### src/rtl/reset_seq_pkg.sv
// Shared constants and helpers for the staged reset sequencer.
// Provides the FSM state codes, the counter-width function and the parameter check.
package reset_seq_pkg;

    // FSM state codes; also driven onto the debug state port
    localparam logic [2:0] ST_WAIT_LOCK = 3'd0;
    localparam logic [2:0] ST_POR_WAIT  = 3'd1;
    localparam logic [2:0] ST_RELEASE   = 3'd2;
    localparam logic [2:0] ST_RUN       = 3'd3;
    localparam logic [2:0] ST_HOLD      = 3'd4;

    // One counter serves every delay, so it is sized for the longest one
    function automatic int cnt_width(input int por, input int gap, input int hold);
        int m;
        m = por;
        if (gap > m) m = gap;
        if (hold > m) m = hold;
        return $clog2(m) + 1;
    endfunction

    function automatic bit params_ok(input int num_ch, input int por, input int gap,
                                     input int filt, input int hold);
        return (num_ch >= 1) && (por >= 1) && (gap >= 1) &&
               (filt >= 1) && (hold >= 1);
    endfunction

endpackage

### src/rtl/lock_filter.sv
// Debounces a synchronised PLL lock: lock_ok rises after LOCK_FILT consecutive high samples.
// Ports: clk, rst (sync, active-high), pll_locked in; lock_ok registered out.
module lock_filter #(
    parameter int LOCK_FILT = 8
) (
    input  logic clk,
    input  logic rst,
    input  logic pll_locked,
    output logic lock_ok
);

    localparam int LW = $clog2(LOCK_FILT + 1);
    localparam logic [LW-1:0] FILT = LW'(LOCK_FILT);

    logic [LW-1:0] lock_cnt_q, lock_cnt_d;
    logic          lock_ok_q, lock_ok_d;

    // Count saturates at FILT; any low sample restarts the run
    always_comb begin
        lock_cnt_d = '0;
        if (pll_locked) begin
            if (lock_cnt_q == FILT) lock_cnt_d = FILT;
            else                    lock_cnt_d = lock_cnt_q + 1'b1;
        end
        lock_ok_d = (lock_cnt_d == FILT);
    end

    always_ff @(posedge clk) begin
        if (rst) begin
            lock_cnt_q <= '0;
            lock_ok_q  <= 1'b0;
        end else begin
            lock_cnt_q <= lock_cnt_d;
            lock_ok_q  <= lock_ok_d;
        end
    end

    assign lock_ok = lock_ok_q;

endmodule

### src/rtl/reset_sequencer.sv
// Waits for a debounced PLL lock and a power-on delay, then releases NUM_CH
// active-low domain resets in order 0..NUM_CH-1, STAGE_GAP cycles apart.
// A soft request re-sequences after MIN_ASSERT cycles of hold, skipping the POR delay.
// Ports: clk, rst (sync, active-high), pll_locked, soft_rst_req in;
//        ch_rst_n[NUM_CH], all_done, state[3] registered out.
module reset_sequencer
    import reset_seq_pkg::*;
#(
    parameter int NUM_CH     = 3,
    parameter int POR_CYCLES = 1000,
    parameter int STAGE_GAP  = 16,
    parameter int LOCK_FILT  = 8,
    parameter int MIN_ASSERT = 16
) (
    input  logic              clk,
    input  logic              rst,
    input  logic              pll_locked,
    input  logic              soft_rst_req,
    output logic [NUM_CH-1:0] ch_rst_n,
    output logic              all_done,
    output logic [2:0]        state
);

    if (!params_ok(NUM_CH, POR_CYCLES, STAGE_GAP, LOCK_FILT, MIN_ASSERT)) begin : g_bad_params
        $error("reset_sequencer: all parameters must be >= 1");
    end

    localparam int CW = cnt_width(POR_CYCLES, STAGE_GAP, MIN_ASSERT);
    localparam int SW = (NUM_CH > 1) ? $clog2(NUM_CH) : 1;

    // Terminal values are one less than the delay: the edge that sees
    // the terminal count is itself the last cycle of the delay
    localparam logic [CW-1:0] POR_LAST  = CW'(POR_CYCLES - 1);
    localparam logic [CW-1:0] GAP_LAST  = CW'(STAGE_GAP - 1);
    localparam logic [CW-1:0] HOLD_LAST = CW'(MIN_ASSERT - 1);
    localparam logic [SW-1:0] LAST_CH   = SW'(NUM_CH - 1);
    localparam logic [NUM_CH-1:0] CH0   = NUM_CH'(1);

    logic              lock_ok;
    logic [2:0]        state_q, state_d;
    logic [CW-1:0]     cnt_q, cnt_d;
    logic [SW-1:0]     stage_q, stage_d;
    logic [NUM_CH-1:0] ch_q, ch_d;
    logic              done_q, done_d;
    logic [SW-1:0]     next_stage;
    logic              start_rel;
    logic              go_hold;

    lock_filter #(
        .LOCK_FILT (LOCK_FILT)
    ) u_lock_filter (
        .clk        (clk),
        .rst        (rst),
        .pll_locked (pll_locked),
        .lock_ok    (lock_ok)
    );

    assign next_stage = stage_q + 1'b1;

    always_comb begin
        state_d   = state_q;
        cnt_d     = cnt_q;
        stage_d   = stage_q;
        ch_d      = ch_q;
        done_d    = done_q;
        start_rel = 1'b0;
        go_hold   = 1'b0;

        case (state_q)
            ST_WAIT_LOCK: begin
                ch_d   = '0;
                done_d = 1'b0;
                if (lock_ok) begin
                    state_d = ST_POR_WAIT;
                    cnt_d   = '0;
                end
            end
            ST_POR_WAIT: begin
                if (cnt_q == POR_LAST) start_rel = 1'b1;
                else                   cnt_d = cnt_q + 1'b1;
            end
            ST_RELEASE: begin
                if (soft_rst_req) begin
                    go_hold = 1'b1;
                end else if (cnt_q == GAP_LAST) begin
                    cnt_d   = '0;
                    stage_d = next_stage;
                    ch_d    = ch_q | (CH0 << next_stage);
                    if (next_stage == LAST_CH) begin
                        state_d = ST_RUN;
                        done_d  = 1'b1;
                    end
                end else begin
                    cnt_d = cnt_q + 1'b1;
                end
            end
            ST_RUN: begin
                if (soft_rst_req) go_hold = 1'b1;
            end
            ST_HOLD: begin
                if (soft_rst_req)           cnt_d = '0;
                else if (cnt_q == HOLD_LAST) start_rel = 1'b1;
                else                        cnt_d = cnt_q + 1'b1;
            end
            default: begin
                state_d = ST_WAIT_LOCK;
                cnt_d   = '0;
                stage_d = '0;
                ch_d    = '0;
                done_d  = 1'b0;
            end
        endcase

        if (go_hold) begin
            state_d = ST_HOLD;
            cnt_d   = '0;
            stage_d = '0;
            ch_d    = '0;
            done_d  = 1'b0;
        end

        // With a single channel, releasing channel 0 finishes the sequence
        if (start_rel) begin
            cnt_d   = '0;
            stage_d = '0;
            ch_d    = CH0;
            if (NUM_CH == 1) begin
                state_d = ST_RUN;
                done_d  = 1'b1;
            end else begin
                state_d = ST_RELEASE;
                done_d  = 1'b0;
            end
        end

        // Raw lock loss aborts immediately, bypassing the filter latency
        if (!pll_locked) begin
            state_d = ST_WAIT_LOCK;
            cnt_d   = '0;
            stage_d = '0;
            ch_d    = '0;
            done_d  = 1'b0;
        end
    end

    always_ff @(posedge clk) begin
        if (rst) begin
            state_q <= ST_WAIT_LOCK;
            cnt_q   <= '0;
            stage_q <= '0;
            ch_q    <= '0;
            done_q  <= 1'b0;
        end else begin
            state_q <= state_d;
            cnt_q   <= cnt_d;
            stage_q <= stage_d;
            ch_q    <= ch_d;
            done_q  <= done_d;
        end
    end

    assign ch_rst_n = ch_q;
    assign all_done = done_q;
    assign state    = state_q;

endmodule

### config.mk
export PLATFORM = sky130hd
export DESIGN_NAME = reset_sequencer
export DESIGN_NICKNAME = d
export VERILOG_FILES = /design/src/rtl/reset_seq_pkg.sv /design/src/rtl/lock_filter.sv /design/src/rtl/reset_sequencer.sv
export SDC_FILE = /design/constraint.sdc
export NUM_CORES = 1
export LEC_CHECK = 0
export ABC_AREA = 1
export CAP_MARGIN = 20
export CORE_MARGIN = 5
export CORE_UTILIZATION = 25
export CTS_BUF_LIST = sky130_fd_sc_hd__clkbuf_8
export DETAILED_ROUTE_END_ITERATION = 16
export GPL_ROUTABILITY_DRIVEN = 1
export GPL_TIMING_DRIVEN = 0
export PLACE_DENSITY = 0.53
export SLEW_MARGIN = 10
export SYNTH_ARGS = -nofsm -noshare
export SYNTH_HDL_FRONTEND = slang
export SYNTH_SLANG_ARGS = --single-unit
### constraint.sdc
create_clock -name clk -period 2.44 [get_ports clk]
set_input_delay 0.366 -clock clk [delete_from_list [all_inputs] [get_ports clk]]
set_output_delay 0.366 -clock clk [all_outputs]
set_load 0.01 [all_outputs]
; ---- Word-level counts from Yosys, hierarchy flattened
; Index checks and enable logic that the tools add are counted.
; Widths: inputs -> output; s select.
[totals]
regBits = 25
input_bits = 4
output_inout_bits = 7
wordCells = 93
[classes]
add_sub_neg = 3
eq_ne = 25
shift = 1
n_mux = 34
n_bitwise = 5
n_reduce_logical = 15
[op_table]
columns = operator, n
row1 = $mux 11, 6
row2 = $pmux 11 s5, 1
row3 = $mux 3, 7
row4 = $reduce_and 5->1, 4
row5 = $ne 3x3->1 const B, 4
row6 = $ne 4x4->1 const B, 3
row7 = $add 11x1->11 const B, 1
row8 = $eq 11x10->1 const B, 1
row9 = $eq 11x4->1 const B, 1
row10 = $mux 1, 10
row11 = $pmux 3 s3, 1
row12 = $reduce_and 3->1, 3
row13 = $eq 4x4->1 const B, 2
row14 = $mux 4, 2
row15 = $ne 2x2->1 const B, 4
row16 = $reduce_or 4->1, 2
row17 = $eq 3x2->1 const B, 2
row18 = $mux 2, 3
row19 = $pmux 3 s2, 1
row20 = $reduce_or 3->1, 2
row21 = $add 4x1->4 const B, 1
row22 = $ne 2x1->1 const B, 2
row23 = $ne 4x3->1 const B, 1
row24 = $not 1->1, 4
row25 = other kinds (13), 15

; ---- Logic depth before layout (Yosys ltp)
; Gate-level depths: netlist of run 1.
[depth]
ltp_word = 8
mapped_depth = 12
ltp_nobuf = 12

; ---- Modules after synthesis
; A second synthesis of run 1 with hierarchy kept.
[hier_totals]
cells_unflattened = 217
area_unflattened_um2 = 1515.2
[modules_own_cells]
columns = mod, n_inst, cells_each, area_per_inst_um2, seq_area_each_um2
row1 = reset_sequencer, 1, 188, 1277.5, 400.4
row2 = lock_filter, 1, 29, 237.7, 100.1

; ---- Least setup slack after synthesis of run 1
; Ideal clock, no wire load.
[synth_path]
path_kind = flip-flop to flip-flop
from = register cnt_q[0]
to = register stage_q[1]
setup_time_ns = 0.116
arrival_time_ns = 1.413
t_required_ns = 2.324
path_slack_ns = 0.911
path_stages_with_launch = 11
n_path_buf = 0
synth_period_minus_slack_ns = 1.529
cell_sequence = dfxtp_1 -> ha_1 -> nand2_1 -> nor2_1 -> nand2_1 -> nand2_1 -> nand2_1 -> nor3_1 -> nand2_1 -> o21ai_0 -> nor2_1
[synth_via]
elab_chain_cells = 5
elab_cells_between_ends = 9
classes_between = eq/ne: 3 / mux: 4 / reduce/logical: 2
[synth_lines]
columns = item, line_no
row1 = "start, declared", reset_sequencer.sv:41  ; logic [CW-1:0] cnt_q, cnt_d;
row2 = "start signal, assigned", reset_sequencer.sv:155  ; cnt_q <= cnt_d;
row3 = $eq 11x4->1, "reset_sequencer.sv:85, reset_sequencer.sv:102"
row4 = $mux 1, reset_sequencer.sv:102  ; else if (cnt_q == HOLD_LAST) start_rel = 1'b1;
row5 = $mux 1, reset_sequencer.sv:101  ; if (soft_rst_req) cnt_d = '0;
row6 = $pmux 1 s2, reset_sequencer.sv:69  ; case (state_q)
row7 = $reduce_or 4->1 (no line), --
row8 = "end signal, assigned", reset_sequencer.sv:156  ; stage_q <= stage_d;
row9 = "end, declared", reset_sequencer.sv:42  ; logic [SW-1:0] stage_q, stage_d;
; Parallel ways exist; a longest one is shown, timed or not.
; A chain may end at the register's enable or synchronous reset.

; ---- Final worst setup path of run 1
; Ends and elaborated chain as after synthesis.

==> metrics, run 1 <==
status=finished, final reports clean; reg2reg path depth=10; Final setup viols=0; setup_tns=0 ns; H-Tree Depth=1; most frequent cell after synthesis=nand2_1; Max-Cap Viols=0; first-pass GRT wire length=5060 um; Detailed Place HPWL=2310 um; synthesized cell area=0.00151 mm^2; vias in the first global route=1186; Worst IR Drop VDD=0.317 mV; CP required=2.61 ns; Die Span Y=87.7 um; I/O pin count=11; Post-synth EDFFs=0; Hold Path Stages=2; Final Util=29.7%; register area share after synthesis=33.2%; Syn-to-layout area delta=15.9%; HP Class=reg -> reg; WP data arrival=1.95 ns; wire per inst=9.35 um; Post-CTS Hold Fix Bufs=0; setup bufs post-CTS=0; area leader, netlist=dfxtp_1; worst skew pair latency=0.27 ns; GPL Wtd Cong=0.824; clock-pin slew on the worst setup and hold paths=0.09 ns; worst flop-to-flop path endpoint=stage_q[1]; crit path from=cnt_q[0]; drt total wl=2830 um; Startpoint Class=flip-flop; largest cells by area after synthesis=dfxtp_1 33%, nand2_1 11%, nor2_1 9.0%; layout cell share with drive strength beyond 1=15.4%; startpoint of the worst-slack reg-to-reg timing path=cnt_q[0]; Lkg Pwr=0.699 nW; largest net degree at the start of global routing=14; Via density=4.07; synth cell count leaders=45 x nand2_1, 36 x nor2_1, 34 x inv_1; Crit. End Element=flip-flop; 1st-pass router iterations=4; n_diodes=0; cell count after synthesis=214; max-slew violations=0; Root Buffer=clkbuf_8; chip width=87.7 um; DIE AREA=0.00768 mm^2; Worst Path Max Fanout=4; Worst Tran Pin Value=0.383 ns; clk_skew=0.00189 ns; PwrDens=391 mW/mm^2; Avg Cell Area, Syn=7.05 um^2; Cell variety after synth=31; total power=0.682 mW; Yosys reg bits=25; number of antenna violations at the first check in global routing=0; core area=0.00589 mm^2; Iter 0 DRT Violations=20; hold endpoint=ch_rst_n[2]; area post-placement=0.00170 mm^2; final hold vios=0; CTS max path bufs=2; worst reg-to-reg setup slack=0.66 ns; Slew HR=74.4%; ys flop type=dfxtp_1; TritonCTS clock tree=yes; fin crit period=1.78 ns; grt ovf=0; top cell type's share of synthesized area=33.2%; syn_nets=224; final period utilization=73.0%; ys async rst share=0%; post-cts sizing count=0; Initial Util=25.6%; critical path class=reg -> reg; All-Layer GR Usage=8.19%; Layout Nets=239; DRC Markers=0; hold path start=ch_rst_n[2]; Final ANT Viol Nets=0; cts bufs inserted=3; Sink Count=25; Synth Warn #=0; row count=28; final instance area=0.00175 mm^2; Max Freq=562 MHz; RSZ-0062 raised after global routing=no; Via Count=1234; number of buffers added on ports=10
## cell usage in the layout, fill, tap and decap left out, types with 4 or more instances in the layout
cell,count
nor2_2,9
dfxtp_1,25
nand2_2,4
clkdlybuf4s50_1,10
nand2_1,45
a21oi_1,4
o21ai_0,9
xor2_1,4
inv_1,35
nand3_1,8
ha_1,6
nor2_1,36
## stage by stage
stage / hold slack, ns / instances / worst slack, ns
global route: 0.474 / 303 / 0.385
global placement: 0.434 / 299 / 0.522
finish: 0.447 / 303 / 0.659
CTS: 0.452 / 303 / 0.628
detailed placement: 0.439 / 299 / 0.524
floorplan: 0.438 / 214 / 0.911
## worst max path at each step
| stage | endpoint | cells after the start |
|---|---|---|
| 3_3_place_gp | cnt_q[1] | 9 |
| 4_1_cts | stage_q[0] | 10 |
| 6_report | stage_q[1] | 10 |
| 3_5_place_dp | cnt_q[1] | 9 |
| 2_1_floorplan | stage_q[1] | 10 |
| 5_1_grt | stage_q[1] | 10 |
## power breakdown
part / internal (mW) / leakage (nW) / switching (mW) / total, mW
Clock: 0.113 / 0.0269 / 0.129 / 0.242
Sequential: 0.409 / 0.202 / 0.00126 / 0.410
Combinational: 0.0117 / 0.470 / 0.0180 / 0.0297
## metal layers
metal	part of all wire, %	global-route usage, %
met1	51	10.2
met2	44	13.9
met3	3.6	2.92
met4	0.71	1.26
met5	0	0
## flip-flops by register name (all words and copies together), names as in the netlist
name	count
all_done	1
stage_q	2
state	3
u_lock_filter.lock_ok	1
u_lock_filter.lock_cnt_q	4
ch_rst_n	3
cnt_q	11
## layout make-up
type / instances / area [um^2]
multi-input cells: 150 / 856
well taps: 75 / 93.8
inverters: 39 / 151
clock inverters: 1 / 3.75
flip-flops and latches: 25 / 500
clock buffers: 3 / 41.3
repair buffers: 10 / 100
fillers: 658 / 4140
## worst max-delay path, cell delays in order (launching register included)
cell	delay, ns
dfxtp_1	0.38
ha_1	0.18
nand2_1	0.08
nor2_1	0.20
nand2_1	0.09
nand2_1	0.13
nand2_1	0.10
nor3_1	0.31
nand2_1	0.08
o21ai_0	0.09
nor2_1	0.06
## cells by family after synthesis
kind of cell | synth area share, %
compound gates | 7.22
xor+xnor | 2.90
fa+ha+maj | 4.98
buf+inv | 10.0
flops | 33.2
simple gates | 41.7
(Power assumes the default switching activity.)
==> run 2: changes to the inputs <==
--- a/config.mk
+++ b/config.mk
@@ -13,7 +13,7 @@
 export DETAILED_ROUTE_END_ITERATION = 16
 export GPL_ROUTABILITY_DRIVEN = 1
 export GPL_TIMING_DRIVEN = 0
-export PLACE_DENSITY = 0.53
+export PLACE_DENSITY = 0.54
 export SLEW_MARGIN = 10
 export SYNTH_ARGS = -nofsm -noshare
 export SYNTH_HDL_FRONTEND = slang
==> constraint.sdc (replaced) <==
create_clock -name clk -period 1.55 [get_ports clk]
set_input_delay 0.2325 -clock clk [delete_from_list [all_inputs] [get_ports clk]]
set_output_delay 0.2325 -clock clk [all_outputs]
set_load 0.01 [all_outputs]
==> metrics, run 2 (synthesized netlist as in run 1, its figures left out) <==
Worst Tran Pin Value=0.411 ns; Worst Path Max Fanout=7; most frequent cells in the layout=38 x nand2_1, 34 x inv_1, 30 x nor2_1, 16 x buf_4, 15 x dfxtp_1; total power=1.08 mW; startpoint of the worst-slack reg-to-reg timing path=cnt_q[0]; Max-Cap Viols=0; RSZ-0062 raised after global routing=yes; WP data arrival=1.75 ns; GPL Wtd Cong=0.800; row count=28; Layout Nets=257; HP Class=reg -> reg; grt ovf=0; DRC Markers=0; Initial Util=25.6%; Via density=4.13; largest net degree at the start of global routing=14; Most flops, register=cnt_q; max-slew violations=0; Hold Path Stages=2; crit path from=cnt_q[0]; Post-CTS Hold Fix Bufs=0; Detailed Place HPWL=2220 um; reg2reg path depth=10; clock-pin slew on the worst setup and hold paths=0.09 ns; n_diodes=0; most common library cell in the layout ignoring fill and taps=nand2_1; cts bufs inserted=3; core area=0.00589 mm^2; hold endpoint=ch_rst_n[2]; Final setup viols=0; Iter 0 DRT Violations=53; Final ANT Viol Nets=0; top flop regs=cnt_q: 11 flops, u_lock_filter.lock_cnt_q: 4 flops; Max Freq=648 MHz; clk_skew=0.00935 ns; drt total wl=3100 um; Startpoint Class=flip-flop; Slew HR=72.5%; PwrDens=527 mW/mm^2; chip width=87.7 um; number of antenna violations at the first check in global routing=0; CP required=1.75 ns; worst flop-to-flop path endpoint=cnt_q[1]; Crit. End Element=flip-flop; wire per inst=9.66 um; Worst IR Drop VDD=0.281 mV; hold path start=ch_rst_n[2]; DIE AREA=0.00768 mm^2; Final Util=34.7%; fin crit period=1.54 ns; Lkg Pwr=0.882 nW; status=finished, final reports clean; number of buffers added on ports=10; first-pass GRT wire length=5510 um; H-Tree Depth=1; All-Layer GR Usage=8.89%; CTS max path bufs=2; final cell count without fillers=321; Syn-to-layout area delta=35.4%; worst skew pair latency=0.27 ns; layout cell share with drive strength beyond 1=33.3%; Sink Count=25; max FFs per register=11; worst reg-to-reg setup slack=0.008 ns; final hold vios=0; Root Buffer=clkbuf_8; DP Cell Count=299; 1st-pass router iterations=4; final period utilization=99.5%; critical path class=reg -> reg; Via Count=1325; setup_tns=0 ns; Die Span Y=87.7 um; vias in the first global route=1278; TritonCTS clock tree=yes; I/O pin count=11
-- run 2: cell types whose count changed in the layout (fill, tap and decap cells not counted), sizes merged --
cell | before | now
buf | 0 | 18
dlymetal6s2s | 0 | 2
clkdlybuf4s50 | 10 | 8
-- run 2: area by class of cell --
type | instances | area, um^2
fillers | 602 | 3840
well taps | 75 | 93.8
clock inverters | 1 | 3.75
flip-flops and latches | 25 | 520
repair buffers | 28 | 248
multi-input cells | 150 | 973
clock buffers | 3 | 41.3
inverters | 39 | 161
-- run 2: how the worst max path moves through the flow --
stage                            end  slack, ns  cells past startpoint
after CTS                   cnt_q[1]     0.0009                     11
after detailed placement  stage_q[0]      -0.26                     10
after global placement    stage_q[1]      -0.27                     10
after floorplan           stage_q[1]       0.02                     10
after global routing       cnt_q[10]      -0.11                     10
final                       cnt_q[1]      0.008                     10
-- run 2: per-stage QoR --
step	hold slack (ns)	setup slack, ns	area (um^2)
4_1_cts	0.455	0.000853	1890
6_report	0.449	0.00770	2040
3_5_place_dp	0.440	-0.264	1700
5_1_grt	0.479	-0.113	2040
3_3_place_gp	0.435	-0.274	1700
2_1_floorplan	0.305	0.0213	1510
-- run 2: critical path: stages, from the launching register on --
cell and delay [ns]:
dfxtp_2 0.34, ha_4 0.16, nand2_4 0.08, inv_1 0.05, nand4_2 0.11, nand2_4 0.10
nor2_2 0.15, nand2_4 0.11, nor2_8 0.20, inv_8 0.07, a21oi_2 0.09
-- run 2: per-layer routing --
layer	track usage, %	wire length [um]
met1	11.4	1520
met3	2.63	109
met5	0	0
met4	2.51	31
met2	14.5	1440
-- run 2: repair_timing --
action / in CTS / in global routing
buffers inserted: 9 / 9
gates resized for setup: 27 / 26
pin swaps: 10 / 18
setup endpoints to repair: 22 / 19
-- run 2: report_power, final --
part           switching [mW]  internal (mW)
registers             0.00196          0.639
clock network           0.207          0.177
logic                  0.0317         0.0197
total                   0.240          0.836
